File: src/rtl/board_renderer_if.sv
// Bundle between the game datapath, the board renderer and the VGA adapter.
//   mineMap/flagMap/stepMap/posMap : 64-bit game-state bitmaps, bit i = cell row*8+col
//   x/y/color/en                   : pixel write to the VGA adapter, one per clock
//   busy/frame_done                : frame status back to the datapath
// master = game-state source / pixel sink, slave = board_renderer.
interface board_renderer_if;
  logic [63:0] mineMap;
  logic [63:0] flagMap;
  logic [63:0] stepMap;
  logic [63:0] posMap;
  logic [7:0]  x;
  logic [6:0]  y;
  logic [2:0]  color;
  logic        en;
  logic        busy;
  logic        frame_done;

  modport master (
    output mineMap, flagMap, stepMap, posMap,
    input  x, y, color, en, busy, frame_done
  );

  modport slave (
    input  mineMap, flagMap, stepMap, posMap,
    output x, y, color, en, busy, frame_done
  );
endinterface

File: src/rtl/board_renderer.sv
// Rasterises the 8x8 minefield into the 160x120 frame buffer, one pixel per clock.
// A frame is drawn from a snapshot of the maps; any difference between the live
// maps and the snapshot marks the board dirty and schedules the next frame.
// Ports:
//   clk    : system clock
//   resetn : asynchronous active-low reset
//   bus    : slave side of board_renderer_if (maps in, pixel/status out)
module board_renderer #(
  parameter int unsigned CELL_PX = 12,
  parameter int unsigned X0      = 32,
  parameter int unsigned Y0      = 12
) (
  input  logic            clk,
  input  logic            resetn,
  board_renderer_if.slave bus
);

  localparam int unsigned LW = $clog2(CELL_PX);
  localparam int unsigned XW = 8;
  localparam int unsigned YW = 7;
  localparam int unsigned CW = 3;
  localparam int unsigned MW = 64;
  localparam int unsigned NW = 4;

  localparam logic [LW-1:0] L_LAST = LW'(CELL_PX - 1);
  localparam logic [LW-1:0] L_PRE  = LW'(CELL_PX - 2);

  typedef enum logic [1:0] {
    S_IDLE = 2'd0,
    S_SNAP = 2'd1,
    S_DRAW = 2'd2,
    S_DONE = 2'd3
  } state_e;

  state_e          state_q, state_d;
  logic            dirty_q, dirty_d;
  logic [MW-1:0]   mine_snap_q, mine_snap_d;
  logic [MW-1:0]   flag_snap_q, flag_snap_d;
  logic [MW-1:0]   step_snap_q, step_snap_d;
  logic [MW-1:0]   pos_snap_q,  pos_snap_d;
  logic [LW-1:0]   lx_q, lx_d, ly_q, ly_d;
  logic [2:0]      col_q, col_d, row_q, row_d;
  logic [XW-1:0]   x_q, x_d;
  logic [YW-1:0]   y_q, y_d;
  logic [CW-1:0]   color_q, color_d;
  logic            en_q, en_d;
  logic            busy_q, busy_d;
  logic            frame_done_q, frame_done_d;

  logic [5:0]      cell_c;
  logic [NW-1:0]   adj_c;
  logic [CW-1:0]   color_c;
  logic            maps_differ_c;
  logic            last_pixel_c;

  // Mine lookup with clipping at the board edge (no wrap between rows).
  function automatic logic mine_at(input logic [MW-1:0] m, input int r, input int c);
    if (r < 0 || r > 7 || c < 0 || c > 7) return 1'b0;
    return m[6'(r * 8 + c)];
  endfunction

  assign cell_c        = {row_q, col_q};
  assign maps_differ_c = ({bus.mineMap, bus.flagMap, bus.stepMap, bus.posMap} !=
                          {mine_snap_q, flag_snap_q, step_snap_q, pos_snap_q});
  assign last_pixel_c  = (lx_q == L_LAST) && (col_q == 3'd7) &&
                         (ly_q == L_LAST) && (row_q == 3'd7);

  // Adjacent-mine count of the cell under the scan counters.
  always_comb begin
    adj_c = '0;
    for (int dr = -1; dr <= 1; dr++) begin
      for (int dc = -1; dc <= 1; dc++) begin
        if (!(dr == 0 && dc == 0)) begin
          adj_c = adj_c + NW'(mine_at(mine_snap_q, int'(row_q) + dr, int'(col_q) + dc));
        end
      end
    end
  end

  // Pixel colour, first matching rule wins.
  always_comb begin
    color_c = 3'b011;
    if (lx_q == L_LAST || ly_q == L_LAST) begin
      color_c = 3'b000;
    end else if (pos_snap_q[cell_c] &&
                 (lx_q == '0 || ly_q == '0 || lx_q == L_PRE || ly_q == L_PRE)) begin
      color_c = 3'b110;
    end else if (step_snap_q[cell_c] && mine_snap_q[cell_c]) begin
      color_c = 3'b100;
    end else if (step_snap_q[cell_c]) begin
      case (adj_c)
        NW'(0):  color_c = 3'b111;
        NW'(1):  color_c = 3'b001;
        NW'(2):  color_c = 3'b010;
        default: color_c = 3'b110;
      endcase
    end else if (flag_snap_q[cell_c]) begin
      color_c = 3'b101;
    end
  end

  // Next-state, counters, snapshot and registered-output inputs.
  always_comb begin
    state_d      = state_q;
    dirty_d      = dirty_q | maps_differ_c;
    mine_snap_d  = mine_snap_q;
    flag_snap_d  = flag_snap_q;
    step_snap_d  = step_snap_q;
    pos_snap_d   = pos_snap_q;
    lx_d         = lx_q;
    ly_d         = ly_q;
    col_d        = col_q;
    row_d        = row_q;
    x_d          = '0;
    y_d          = '0;
    color_d      = '0;
    en_d         = 1'b0;
    busy_d       = 1'b0;
    frame_done_d = (state_q == S_DONE);

    case (state_q)
      S_IDLE: begin
        if (dirty_q) state_d = S_SNAP;
      end
      S_SNAP: begin
        mine_snap_d = bus.mineMap;
        flag_snap_d = bus.flagMap;
        step_snap_d = bus.stepMap;
        pos_snap_d  = bus.posMap;
        dirty_d     = 1'b0;
        lx_d        = '0;
        ly_d        = '0;
        col_d       = '0;
        row_d       = '0;
        state_d     = S_DRAW;
      end
      S_DRAW: begin
        en_d    = 1'b1;
        x_d     = XW'(X0) + XW'(col_q) * XW'(CELL_PX) + XW'(lx_q);
        y_d     = YW'(Y0) + YW'(row_q) * YW'(CELL_PX) + YW'(ly_q);
        color_d = color_c;
        // Nested wrap counters: lx, then col, then ly, then row.
        if (lx_q == L_LAST) begin
          lx_d = '0;
          if (col_q == 3'd7) begin
            col_d = '0;
            if (ly_q == L_LAST) begin
              ly_d  = '0;
              row_d = row_q + 3'd1;
            end else begin
              ly_d = ly_q + LW'(1);
            end
          end else begin
            col_d = col_q + 3'd1;
          end
        end else begin
          lx_d = lx_q + LW'(1);
        end
        if (last_pixel_c) state_d = S_DONE;
      end
      S_DONE: begin
        state_d = S_IDLE;
      end
      default: begin
        state_d = S_IDLE;
      end
    endcase

    busy_d = (state_d == S_SNAP) || (state_d == S_DRAW);
  end

  // State and output registers; reset leaves the board dirty to force a redraw.
  always_ff @(posedge clk or negedge resetn) begin
    if (!resetn) begin
      state_q      <= S_IDLE;
      dirty_q      <= 1'b1;
      mine_snap_q  <= '0;
      flag_snap_q  <= '0;
      step_snap_q  <= '0;
      pos_snap_q   <= '0;
      lx_q         <= '0;
      ly_q         <= '0;
      col_q        <= '0;
      row_q        <= '0;
      x_q          <= '0;
      y_q          <= '0;
      color_q      <= '0;
      en_q         <= 1'b0;
      busy_q       <= 1'b0;
      frame_done_q <= 1'b0;
    end else begin
      state_q      <= state_d;
      dirty_q      <= dirty_d;
      mine_snap_q  <= mine_snap_d;
      flag_snap_q  <= flag_snap_d;
      step_snap_q  <= step_snap_d;
      pos_snap_q   <= pos_snap_d;
      lx_q         <= lx_d;
      ly_q         <= ly_d;
      col_q        <= col_d;
      row_q        <= row_d;
      x_q          <= x_d;
      y_q          <= y_d;
      color_q      <= color_d;
      en_q         <= en_d;
      busy_q       <= busy_d;
      frame_done_q <= frame_done_d;
    end
  end

  assign bus.x          = x_q;
  assign bus.y          = y_q;
  assign bus.color      = color_q;
  assign bus.en         = en_q;
  assign bus.busy       = busy_q;
  assign bus.frame_done = frame_done_q;

endmodule

File: src/flat_wrapper.sv
// flat-port wrapper written by rule: the top's interface ports become plain ports
module board_renderer_flat 
#(
  parameter int unsigned CELL_PX = 12,
  parameter int unsigned X0      = 32,
  parameter int unsigned Y0      = 12
)
  (clk, resetn, bus_mineMap, bus_flagMap, bus_stepMap, bus_posMap, bus_x, bus_y, bus_color, bus_en, bus_busy, bus_frame_done);
  board_renderer_if bus_i ();
  input  logic clk;
  input  logic resetn;
  input wire logic [$bits(bus_i.mineMap)-1:0] bus_mineMap;
  input wire logic [$bits(bus_i.flagMap)-1:0] bus_flagMap;
  input wire logic [$bits(bus_i.stepMap)-1:0] bus_stepMap;
  input wire logic [$bits(bus_i.posMap)-1:0] bus_posMap;
  output wire logic [$bits(bus_i.x)-1:0] bus_x;
  output wire logic [$bits(bus_i.y)-1:0] bus_y;
  output wire logic [$bits(bus_i.color)-1:0] bus_color;
  output wire logic [$bits(bus_i.en)-1:0] bus_en;
  output wire logic [$bits(bus_i.busy)-1:0] bus_busy;
  output wire logic [$bits(bus_i.frame_done)-1:0] bus_frame_done;
  assign bus_i.mineMap = bus_mineMap;
  assign bus_i.flagMap = bus_flagMap;
  assign bus_i.stepMap = bus_stepMap;
  assign bus_i.posMap = bus_posMap;
  assign bus_x = bus_i.x;
  assign bus_y = bus_i.y;
  assign bus_color = bus_i.color;
  assign bus_en = bus_i.en;
  assign bus_busy = bus_i.busy;
  assign bus_frame_done = bus_i.frame_done;
  board_renderer #(.CELL_PX(CELL_PX), .X0(X0), .Y0(Y0)) u_core (.clk(clk), .resetn(resetn), .bus(bus_i));
endmodule
File: config.mk
export PLATFORM = sky130hd
export DESIGN_NAME = board_renderer_flat
export DESIGN_NICKNAME = d
export VERILOG_FILES = /design/src/rtl/board_renderer_if.sv /design/src/rtl/board_renderer.sv /design/src/flat_wrapper.sv
export SDC_FILE = /design/constraint.sdc
export NUM_CORES = 1
export LEC_CHECK = 0
export BUFFER_PORTS_ARGS = -buffer_cell sky130_fd_sc_hd__buf_4
export CORE_MARGIN = 1.5
export CORE_UTILIZATION = 31
export CTS_BUF_LIST = sky130_fd_sc_hd__clkbuf_4 sky130_fd_sc_hd__clkbuf_8 sky130_fd_sc_hd__clkbuf_16
export DETAILED_ROUTE_END_ITERATION = 7
export HOLD_SLACK_MARGIN = 0.02
export PLACE_DENSITY = 0.46
export SLEW_MARGIN = 20
export SYNTH_ARGS = -nofsm -noshare
export SYNTH_HDL_FRONTEND = slang
export SYNTH_SLANG_ARGS = --single-unit
File: constraint.sdc
create_clock -name clk -period 13.2 [get_ports clk]
set_clock_uncertainty 0.1 [all_clocks]
set_input_delay 2.64 -clock clk [delete_from_list [all_inputs] [get_ports clk]]
set_output_delay 2.64 -clock clk [all_outputs]
set_load 0.02 [all_outputs]
==> results.sh <==
export IMPL_status="finished clean"
export IMPL_io_buffers=278
export IMPL_yosys_register_bits=294
export IMPL_design_area_um2=22400
export IMPL_vias=15200
export IMPL_grt_busiest_layer="met2"
export IMPL_rows=88
export IMPL_final_layout_size_suffix_gt1_frac=0.313
export IMPL_globalplace_congestion=0.967
export IMPL_die_area_um2=60400
export IMPL_synth_edf_count=0
export IMPL_powerDensity_nw_per_um2=108
export IMPL_final_cell_mix="dfrtp_1, buf_4, inv_1, mux2_2, nand2_1"
export IMPL_vias_per_cell=5.57
export IMPL_power_leakage_nw=9.88
export IMPL_hold_path_class="flip-flop to flip-flop"
export IMPL_clk_pin_slew_ps=60
export IMPL_clock_latency_ps=570
export IMPL_hold_viol=0
export IMPL_antenna_found_initial=5
export IMPL_start_kind="flip-flop"
export IMPL_syn_to_final_growth_pct=22.5
export IMPL_r2r_slack_ps=6430
export IMPL_yosys_warnings=0
export IMPL_rsz0062_at_grt="false"
export IMPL_crit_type="flip-flop to flip-flop"
export IMPL_grt_overflow=0
export IMPL_grt_use_met3=0.0402
export IMPL_top_level_ports=279
export IMPL_finalCritPeriodShare=0.513
export IMPL_syn_avg_cell_area_um2=10.9
export IMPL_die_x_um=246
export IMPL_ys_types=64
export IMPL_setup_ws_ps=6430
export IMPL_drc_errors=0
export IMPL_routedWlPerCell_um=30.7
export IMPL_netlist_instances=1671
export IMPL_setup_viol=0
export IMPL_core_area_um2=57900
export IMPL_async_flop_share=1.00
export IMPL_period_minus_slack_ps=6770
export IMPL_dpl_worst_slack_ps=6430
export IMPL_initial_utilization=0.315
export IMPL_clk_path_buf_depth=3
export IMPL_tns_ps=0
export IMPL_grt_max_degree=212
export IMPL_r2r_cells=19
export IMPL_cts_hold_buffers=0
export IMPL_htreeDepth=2
export IMPL_die_h_um=246
export IMPL_yosys_area_top_type="dfrtp_1"
export IMPL_irDropWorstVdd_mv=0.0837
export IMPL_netlist_area_um2=18300
export IMPL_maxSlewHeadroom=0.312
export IMPL_synth_top_area_share=0.402
export IMPL_min_path_cells=1
export IMPL_grt_pass1_wl_um=116000
export IMPL_dr_pass1_iters=5
export IMPL_fmax_mhz=148
export IMPL_grt_pass1_vias=15400
export IMPL_met1_usage=0.370
export IMPL_cts_tree="done"
export IMPL_worst_pin_slew_ps=1030
export IMPL_post_cts_resized=0
export IMPL_clock_sinks=294
export IMPL_grtUsageMet2=0.451
export IMPL_cp_arrival_ps=7140
export IMPL_maxSlewViolCount=0
export IMPL_crit_fanout=67
export IMPL_final_common_cell="dfrtp_1"
export IMPL_crit_path_end_kind="flip-flop"
export IMPL_finalWirelength_um=83600
export IMPL_syn_nets=1985
export IMPL_cap_violations=0
export IMPL_place_hpwl_um=68200
export IMPL_ys_top_cells_by_area="dfrtp_1, mux2_2, mux4_2, xor2_1, inv_1"
export IMPL_post_cts_buffers=0
export IMPL_synthFlopType="dfrtp_1"
export IMPL_postPlaceCellArea_um2=21100
export IMPL_dr_first_iter_drc_count=1403
export IMPL_cp_required_ps=13570
export IMPL_fin_nets=2240
export IMPL_ys_seq_area_frac=0.403
export IMPL_grt_total_usage=0.277
export IMPL_cts_buffers=38
export IMPL_clockRootBuffer="clkbuf_16"
export IMPL_drtAntennaViolNets=0
==> cell families after synthesis <==
kind of cell	count (synthesis)	synth area share
AO/OA/AOI/OAI	327	0.118
AND/OR/NAND/NOR	307	0.0809
multiplexers	297	0.231
flip-flops	294	0.403
buffers and inverters	248	0.0561
XOR/XNOR	142	0.0681
adder cells (fa/ha/maj)	56	0.0429
==> where the power goes <==
group	switching, W	internal [W]
combinational	0.000188	0.000144
sequential	0.0000549	0.000942
clock	0.000435	0.000654
==> worst max-delay path, cell delays in order, from the launching register on <==
cell	delay [ps]
dfrtp_4	950
inv_1	330
ha_1	290
ha_1	600
mux4_2	600
nand2_1	80
o21ai_1	70
mux4_2	470
nor3_1	160
ha_1	280
fa_1	530
inv_1	60
fa_1	530
inv_1	50
fa_1	450
fa_1	540
xnor2_1	130
nor2_1	60
and4_1	190
nor3_1	170
==> path summary, 6_finish.rpt <==
path / start / endpoint
setup / recovery: u_core.col_q[0] / u_core.bus.color[2]
min in group asynchronous: resetn / u_core.bus.y[0]
hold / removal: u_core.state_q[1] / u_core.bus.frame_done
max in group asynchronous: resetn / u_core.pos_snap_q[19]
hold reg to reg: u_core.state_q[1] / u_core.bus.frame_done
setup reg to reg: u_core.col_q[0] / u_core.bus.color[2]
==> flip-flops by register name (all words and copies together) (netlist names) <==
| register | flops |
|---|---|
| u_core.bus.busy | 1 |
| u_core.bus.color | 3 |
| u_core.bus.en | 1 |
| u_core.bus.frame_done | 1 |
| u_core.bus.x | 8 |
| u_core.bus.y | 7 |
| u_core.col_q | 3 |
| u_core.dirty_q | 1 |
| u_core.flag_snap_q | 64 |
| u_core.lx_q | 4 |
| u_core.ly_q | 4 |
| u_core.mine_snap_q | 64 |
| u_core.pos_snap_q | 64 |
| u_core.row_q | 3 |
| u_core.state_q | 2 |
| u_core.step_snap_q | 64 |
==> area by class of cell <==
cell class / instances / area (um2)
fill: 5812 / 35600
multi-input combinational: 1129 / 9890
sequential: 294 / 7370
timing repair buffer: 292 / 2210
clock buffer: 56 / 1170
tap: 765 / 957
inverter: 171 / 642
clock inverter: 11 / 115
antenna: 3 / 7.51
==> metal layers <==
metal / share of wire / wire [um]
met1: 0.42 / 35000
met2: 0.48 / 39800
met3: 0.065 / 5450
met4: 0.040 / 3330
met5: 0 / 0
==> synthesized netlist by cell type, drive strengths merged (7+ instances only) <==
| library cell | instances |
|---|---|
| a21oi | 28 |
| a221oi | 35 |
| a22o | 16 |
| a22oi | 15 |
| buf | 27 |
| clkbuf | 50 |
| dfrtp | 293 |
| fa | 11 |
| ha | 45 |
| inv | 168 |
| mux2 | 172 |
| mux2i | 43 |
| mux4 | 82 |
| nand2 | 140 |
| nand2b | 7 |
| nand3 | 15 |
| nand4 | 26 |
| nor2 | 30 |
| nor2b | 10 |
| nor3 | 16 |
| nor4 | 40 |
| o21ai | 122 |
| o221ai | 7 |
| o22ai | 46 |
| o2bb2ai | 30 |
| xnor2 | 50 |
| xor2 | 92 |
==> stage by stage <==
step,cells,total power [W],utilization,hold WS [ps]
floorplan,1671,0.00112,-,412
global placement,2651,0.00134,0.364,430
detailed placement,2651,0.00134,0.364,437
CTS,2718,0.00243,0.386,452
global route,2718,0.00249,0.386,474
finish,2721,0.00242,0.386,447
No activity file was read; power rests on OpenSTA's default activity.
